File: config.mk
export PLATFORM = sky130hd
export DESIGN_NAME = adder_col_drain_flat
export DESIGN_NICKNAME = d
export VERILOG_FILES = /design/src/rtl/adder_col_drain_if.sv /design/src/rtl/adder_col_drain.sv /design/src/flat_wrapper.sv
export SDC_FILE = /design/constraint.sdc
export NUM_CORES = 1
export LEC_CHECK = 0
export CORE_MARGIN = 2
export CORE_UTILIZATION = 30
export CTS_CLUSTER_SIZE = 28
export DETAILED_ROUTE_END_ITERATION = 8
export DONT_BUFFER_PORTS = 1
export SKIP_LAST_GASP = 1
export SYNTH_ARGS = -nofsm -noshare
export SYNTH_HDL_FRONTEND = slang
export SYNTH_SLANG_ARGS = --single-unit
File: constraint.sdc
create_clock -name clk -period 2 [get_ports clk]
set_clock_uncertainty 0.2 [all_clocks]
set_input_delay 0.3 -clock clk [delete_from_list [all_inputs] [get_ports clk]]
set_output_delay 0.3 -clock clk [all_outputs]
set_load 0.005 [all_outputs]
File: src/rtl/adder_col_drain_if.sv
`default_nettype none
// ============================================================================
// Module      : adder_col_drain_if
// Description : Snapshot-capture inputs and single-row output stream of the
//               adder column drain reader.
// Revision    : 1.0 - initial release
// ============================================================================
interface adder_col_drain_if #(
    parameter int DATA_WIDTH = 8,
    parameter int NUM_ROWS   = 4
);
    localparam int IDX_W = $clog2(NUM_ROWS);

    logic                           capture;
    logic [NUM_ROWS*DATA_WIDTH-1:0] result_in;
    logic [NUM_ROWS-1:0]            visible_in;
    logic [DATA_WIDTH-1:0]          out_data;
    logic [IDX_W-1:0]               out_row_idx;
    logic                           out_valid;
    logic                           out_ready;
    logic                           out_last;
    logic                           busy;
    logic                           capture_drop;

    // Producer of snapshots and consumer of the row stream.
    modport master (
        output capture, result_in, visible_in, out_ready,
        input  out_data, out_row_idx, out_valid, out_last, busy, capture_drop
    );

    // The drain reader itself.
    modport slave (
        input  capture, result_in, visible_in, out_ready,
        output out_data, out_row_idx, out_valid, out_last, busy, capture_drop
    );
endinterface
`default_nettype wire

File: src/rtl/adder_col_drain.sv
`default_nettype none
// ============================================================================
// Module      : adder_col_drain
// Description : Snapshots the adder column's packed result bus on a capture
//               pulse and serialises the visible rows, lowest index first,
//               onto a single-row valid/ready stream.
// Revision    : 1.0 - initial release
// ============================================================================
module adder_col_drain #(
    parameter int DATA_WIDTH = 8,
    parameter int NUM_ROWS   = 4
) (
    input  wire               clk,
    input  wire               rst,
    adder_col_drain_if.slave  bus
);
    localparam int IDX_W = $clog2(NUM_ROWS);

    localparam logic [0:0] ST_IDLE  = 1'b0;
    localparam logic [0:0] ST_DRAIN = 1'b1;

    localparam logic [NUM_ROWS-1:0] C_ONE = {{(NUM_ROWS-1){1'b0}}, 1'b1};

    logic [0:0]                     r_state;
    logic [NUM_ROWS*DATA_WIDTH-1:0] r_snap;
    logic [NUM_ROWS-1:0]            r_pending;
    logic                           r_drop;

    logic [0:0]                     w_state_nxt;
    logic [NUM_ROWS*DATA_WIDTH-1:0] w_snap_nxt;
    logic [NUM_ROWS-1:0]            w_pending_nxt;
    logic                           w_drop_nxt;

    logic [IDX_W-1:0]               w_cur_idx;
    logic                           w_cur_last;
    logic                           w_xfer;
    logic                           w_cap_ok;

    // Current row is the lowest set pending bit; last when only one bit is left.
    always_comb begin
        w_cur_idx = '0;
        for (int r = NUM_ROWS - 1; r >= 0; r--) begin
            if (r_pending[r]) begin
                w_cur_idx = IDX_W'(r);
            end
        end
        w_cur_last = (r_pending != '0) && ((r_pending & (r_pending - C_ONE)) == '0);
    end

    assign w_xfer   = (r_state == ST_DRAIN) && bus.out_ready;
    assign w_cap_ok = bus.capture && (bus.visible_in != '0);

    // State, snapshot, pending mask and sticky drop flag.
    always_ff @(posedge clk) begin
        if (rst) begin
            r_state   <= ST_IDLE;
            r_snap    <= '0;
            r_pending <= '0;
            r_drop    <= 1'b0;
        end else begin
            r_state   <= w_state_nxt;
            r_snap    <= w_snap_nxt;
            r_pending <= w_pending_nxt;
            r_drop    <= w_drop_nxt;
        end
    end

    // Next-state: load a snapshot when idle or on the last-beat transfer,
    // otherwise retire one row per transfer and flag discarded captures.
    always_comb begin
        w_state_nxt   = r_state;
        w_snap_nxt    = r_snap;
        w_pending_nxt = r_pending;
        w_drop_nxt    = r_drop;
        case (r_state)
            ST_IDLE: begin
                if (w_cap_ok) begin
                    w_snap_nxt    = bus.result_in;
                    w_pending_nxt = bus.visible_in;
                    w_state_nxt   = ST_DRAIN;
                end
            end
            ST_DRAIN: begin
                if (w_xfer && w_cur_last) begin
                    if (w_cap_ok) begin
                        w_snap_nxt    = bus.result_in;
                        w_pending_nxt = bus.visible_in;
                    end else begin
                        w_pending_nxt = '0;
                        w_state_nxt   = ST_IDLE;
                    end
                end else begin
                    if (w_xfer) begin
                        w_pending_nxt = r_pending & ~(C_ONE << w_cur_idx);
                    end
                    if (bus.capture) begin
                        w_drop_nxt = 1'b1;
                    end
                end
            end
            default: begin
                w_state_nxt   = ST_IDLE;
                w_pending_nxt = '0;
            end
        endcase
    end

    // Outputs decode registered state only; idle forces the stream to zero.
    always_comb begin
        bus.out_valid    = 1'b0;
        bus.busy         = 1'b0;
        bus.out_data     = '0;
        bus.out_row_idx  = '0;
        bus.out_last     = 1'b0;
        bus.capture_drop = r_drop;
        if (r_state == ST_DRAIN) begin
            bus.out_valid   = 1'b1;
            bus.busy        = 1'b1;
            bus.out_data    = r_snap[int'(w_cur_idx) * DATA_WIDTH +: DATA_WIDTH];
            bus.out_row_idx = w_cur_idx;
            bus.out_last    = w_cur_last;
        end
    end
endmodule
`default_nettype wire

File: src/flat_wrapper.sv
// flat-port wrapper written by rule: the top's interface ports become plain ports
module adder_col_drain_flat 
#(
    parameter int DATA_WIDTH = 8,
    parameter int NUM_ROWS   = 4
)
  (clk, rst, bus_capture, bus_result_in, bus_visible_in, bus_out_ready, bus_out_data, bus_out_row_idx, bus_out_valid, bus_out_last, bus_busy, bus_capture_drop);
  adder_col_drain_if #(.DATA_WIDTH(DATA_WIDTH), .NUM_ROWS(NUM_ROWS)) bus_i ();
  input  wire clk;
  input  wire rst;
  input wire logic [$bits(bus_i.capture)-1:0] bus_capture;
  input wire logic [$bits(bus_i.result_in)-1:0] bus_result_in;
  input wire logic [$bits(bus_i.visible_in)-1:0] bus_visible_in;
  input wire logic [$bits(bus_i.out_ready)-1:0] bus_out_ready;
  output wire logic [$bits(bus_i.out_data)-1:0] bus_out_data;
  output wire logic [$bits(bus_i.out_row_idx)-1:0] bus_out_row_idx;
  output wire logic [$bits(bus_i.out_valid)-1:0] bus_out_valid;
  output wire logic [$bits(bus_i.out_last)-1:0] bus_out_last;
  output wire logic [$bits(bus_i.busy)-1:0] bus_busy;
  output wire logic [$bits(bus_i.capture_drop)-1:0] bus_capture_drop;
  assign bus_i.capture = bus_capture;
  assign bus_i.result_in = bus_result_in;
  assign bus_i.visible_in = bus_visible_in;
  assign bus_i.out_ready = bus_out_ready;
  assign bus_out_data = bus_i.out_data;
  assign bus_out_row_idx = bus_i.out_row_idx;
  assign bus_out_valid = bus_i.out_valid;
  assign bus_out_last = bus_i.out_last;
  assign bus_busy = bus_i.busy;
  assign bus_capture_drop = bus_i.capture_drop;
  adder_col_drain #(.DATA_WIDTH(DATA_WIDTH), .NUM_ROWS(NUM_ROWS)) u_core (.clk(clk), .rst(rst), .bus(bus_i));
endmodule
==> impl_results.md <==
* Post-Synth XOR/XNOR Area at 0.4108%
* Final hold vios at 0
* Slew @ Worst Pin at 0.4957 ns
* Max Cap Viol at 0
* Ports at 54
* RSZ-0062 raised after global routing: yes
* Post-synthesis adder-cell area fraction at 0%
* Die Y at 88.30 µm
* Detailed-route DRC error count at 0
* Drt total wl at 5759 µm
* Final setup fails at 0
* TritonRoute pass-1 iters at 4
* Syn_area_per_cell at 8.921 µm²
* Avg WL per Cell at 15.48 µm
* Number of synthesized flops with an enable pin at 0
* Max FO, Critical Path at 7
* Vias in the first global route at 1,797
* Fin Hold WS at 0.006366 ns
* Core footprint at 0.006832 mm²
* Synth area leaders: dfxtp_1 (36%), nand2b_1 (19%), mux2i_1 (16%), a21oi_1 (3.3%), a221oi_1 (3.3%)
* Fin. max-slew vios at 0
* Worst VDD drop at 0.2458 mV
* Final period util at 99.85%
* Synth Instances at 239
* Bufs on Longest Clock Path at 2
* # fillers at 697
* Reg-to-Reg End: u_core.r_snap[16]$_SDFFE_PP0P_
* Post-route ant nets at 0
* Clock Sinks at 38
* Util after Layout at 41.54%
* Seq cells post-synth at 38
* Largest family of logic cells by synthesized area: simple AND/OR/NAND/NOR gates
* Critical Path Start: u_core.r_pending[2]$_SDFFE_PP0P_
* Fin crit period at 1.997 ns
* Clk pin slew, worst setup/hold paths at 0.08 ns
* Die width at 88.30 µm
* Total Power at 1.924 mW
* Num CTS Buffers at 5
* Slew margin rel. at 66.65%
* PwrDens at 678.0 mW/mm²
* Rows at 30
* Critical path startpoint category: register
* Proportion of synthesized area in mux cells at 15.96%
* CTS tree: yes
* Area growth syn-to-layout at 33.10%
* Post-synth cell types at 30
* First-pass GRT wire length at 8769 µm
* Final nets at 316
* Worst reg-to-reg path cell count at 5
* Detailed router's first-iteration violation count at 91
* Initial antenna violation count at 0
* Min-Delay Path Class: input port to register
* Crit path to: bus_out_data[2]
* DP HPWL at 3610 µm
* Reg2Reg Setup Slack at 0.04 ns
* Crit path kind: register to output pin
* Syn Std Cell Area at 0.002132 mm²
* Worst skew pair latency at 0.28 ns
* Static Leak at 1.042 nW
* Most frequent cell after synthesis: nand2b_1
* Setup TNS at 0 ns
* GRT Total Usage at 14.40%
* Antenna diodes at 0
* Sequential area share after synthesis at 35.68%
* CP required at 1.50 ns
* H-tree Lvls at 2
* Cell accounting for the most synthesized area: dfxtp_1
* CTS root buffer: clkbuf_8
* Element type at the critical path end: output pin
* Ratio of cells with drive above 1 in the final layout at 12.68%
* Fmax at 500.7 MHz
* Vias at 1,778
* Port Buffers at 0
* Synth top area share at 35.68%
* Design area at 0.002838 mm²
* Status: finished, final reports clean
* Post-synth top cells: nand2b_1 (65), dfxtp_1 (38), mux2i_1 (34)
* Largest net degree at the start of global routing at 41
* Primary FF master, synth: dfxtp_1
* Worst Path Arrival at 1.50 ns
* DIE AREA at 0.007797 mm²
* Simple-Gate Fraction of Synth Area at 30.40%
* Synth Area in Compound Gates at 12.38%
* Starting Density at 31.21%
* DP Area at 0.002233 mm²
* Post-synth ARST share at 0%
* Via density at 4.780
* Overflow after GRT at 0
* Synthesis Warnings at 0
* Placer Congestion at 0.7854
* Reg2reg start: u_core.r_pending[2]$_SDFFE_PP0P_
* Post-Syn Nets at 279
## flip-flops by register name, summed over array words and instances, names as in the netlist
name	count
u_core.r_pending	4
u_core.bus.capture_drop	1
u_core.r_state	1
u_core.r_snap	32
## critical path, stage by stage (launching register included)
cell	delay (ns)
dfxtp_4	0.38
nor4b_4	0.32
buf_2	0.24
a221oi_1	0.11
nor2b_1	0.16
## layer usage
layer	up-vias	part of all wire (%)	wire length, µm	global-route usage [%]
li1	892	-	-	-
met1	831	49	2810	20.59
met2	48	46	2673	22.01
met3	7	3.7	215	2.985
met4	0	1.0	60	3.994
met5	-	0	0	0
## what timing repair did
| item | 4_1_cts | 5_1_grt |
|---|---|---|
| endpoints found under the setup margin | 9 | 27 |
| pin swaps | 0 | 3 |
| hold endpoints to repair | 37 | 0 |
| gates cloned | 0 | 2 |
| resized for setup | 7 | 12 |
| buffers inserted | 1 | 0 |
| hold buffers | 37 | 0 |
## power breakdown
group | leakage, nW | total [mW] | switching [mW] | internal, mW
clock | 0.0573 | 0.667 | 0.267 | 0.399
sequential | 0.315 | 0.864 | 0.0498 | 0.814
combinational | 0.670 | 0.393 | 0.178 | 0.215
total | 1.04 | 1.92 | 0.495 | 1.43
## per-stage QoR
stage	std cells	worst slack, ns
2_1_floorplan	239	0.09144
6_report	372	0.002935
3_3_place_gp	325	0.07661
4_1_cts	370	-0.008650
5_1_grt	372	-0.03065
3_5_place_dp	325	-0.01042
## cell families after synthesis
| logic type | after synthesis |
|---|---|
| AO/OA/AOI/OAI | 37 |
| AND/OR/NAND/NOR | 107 |
| multiplexers | 34 |
| XOR/XNOR | 1 |
| flip-flops | 38 |
| buffers and inverters | 22 |
## cell type report
class | count | area [µm²] | area share, %
Multi-Input combinational cell | 179 | 1321 | 46.56
Sequential cell | 38 | 770.7 | 27.16
Timing Repair Buffer | 49 | 501.7 | 17.68
Tap cell | 96 | 120.1 | 4.233
Clock buffer | 6 | 82.58 | 2.910
Clock inverter | 1 | 30.03 | 1.058
Inverter | 3 | 11.26 | 0.3968
## layout by cell type, fill, tap and decap left out, types with 2 or more instances in the layout
cell type | netlist | layout
and2_1 | 2 | 2
a31oi_1 | 2 | 2
mux2i_1 | 34 | 34
nor2_1 | 4 | 4
a211oi_1 | 2 | 2
o211ai_1 | 2 | 2
dfxtp_4 | 0 | 2
a21oi_1 | 14 | 13
or4_1 | 2 | 2
buf_4 | 1 | 8
dfxtp_2 | 0 | 2
nand3b_1 | 9 | 9
a221oi_2 | 0 | 6
a221oi_1 | 8 | 2
inv_1 | 3 | 3
dfxtp_1 | 38 | 34
dlygate4sd3_1 | 0 | 36
nand2_1 | 14 | 14
buf_12 | 0 | 2
nor2b_1 | 9 | 8
clkbuf_8 | 0 | 6
nand2b_1 | 65 | 65
o21a_1 | 2 | 2
## how the worst min path moves through the flow
stage,from,to,slack (ns),cells past startpoint
floorplan,u_core.r_snap[2]$_SDFFE_PP0P_,u_core.r_snap[2]$_SDFFE_PP0P_,0.25,2
global placement,rst,u_core.r_pending[1]$_SDFFE_PP0P_,0.18,1
detailed placement,rst,u_core.bus.capture_drop$_SDFFE_PP0P_,0.18,1
CTS,rst,u_core.r_snap[31]$_SDFFE_PP0P_,0.0007,2
global route,rst,u_core.r_snap[30]$_SDFFE_PP0P_,0.008,2
finish,rst,u_core.r_snap[12]$_SDFFE_PP0P_,0.006,2
(Power assumes the default switching activity.)
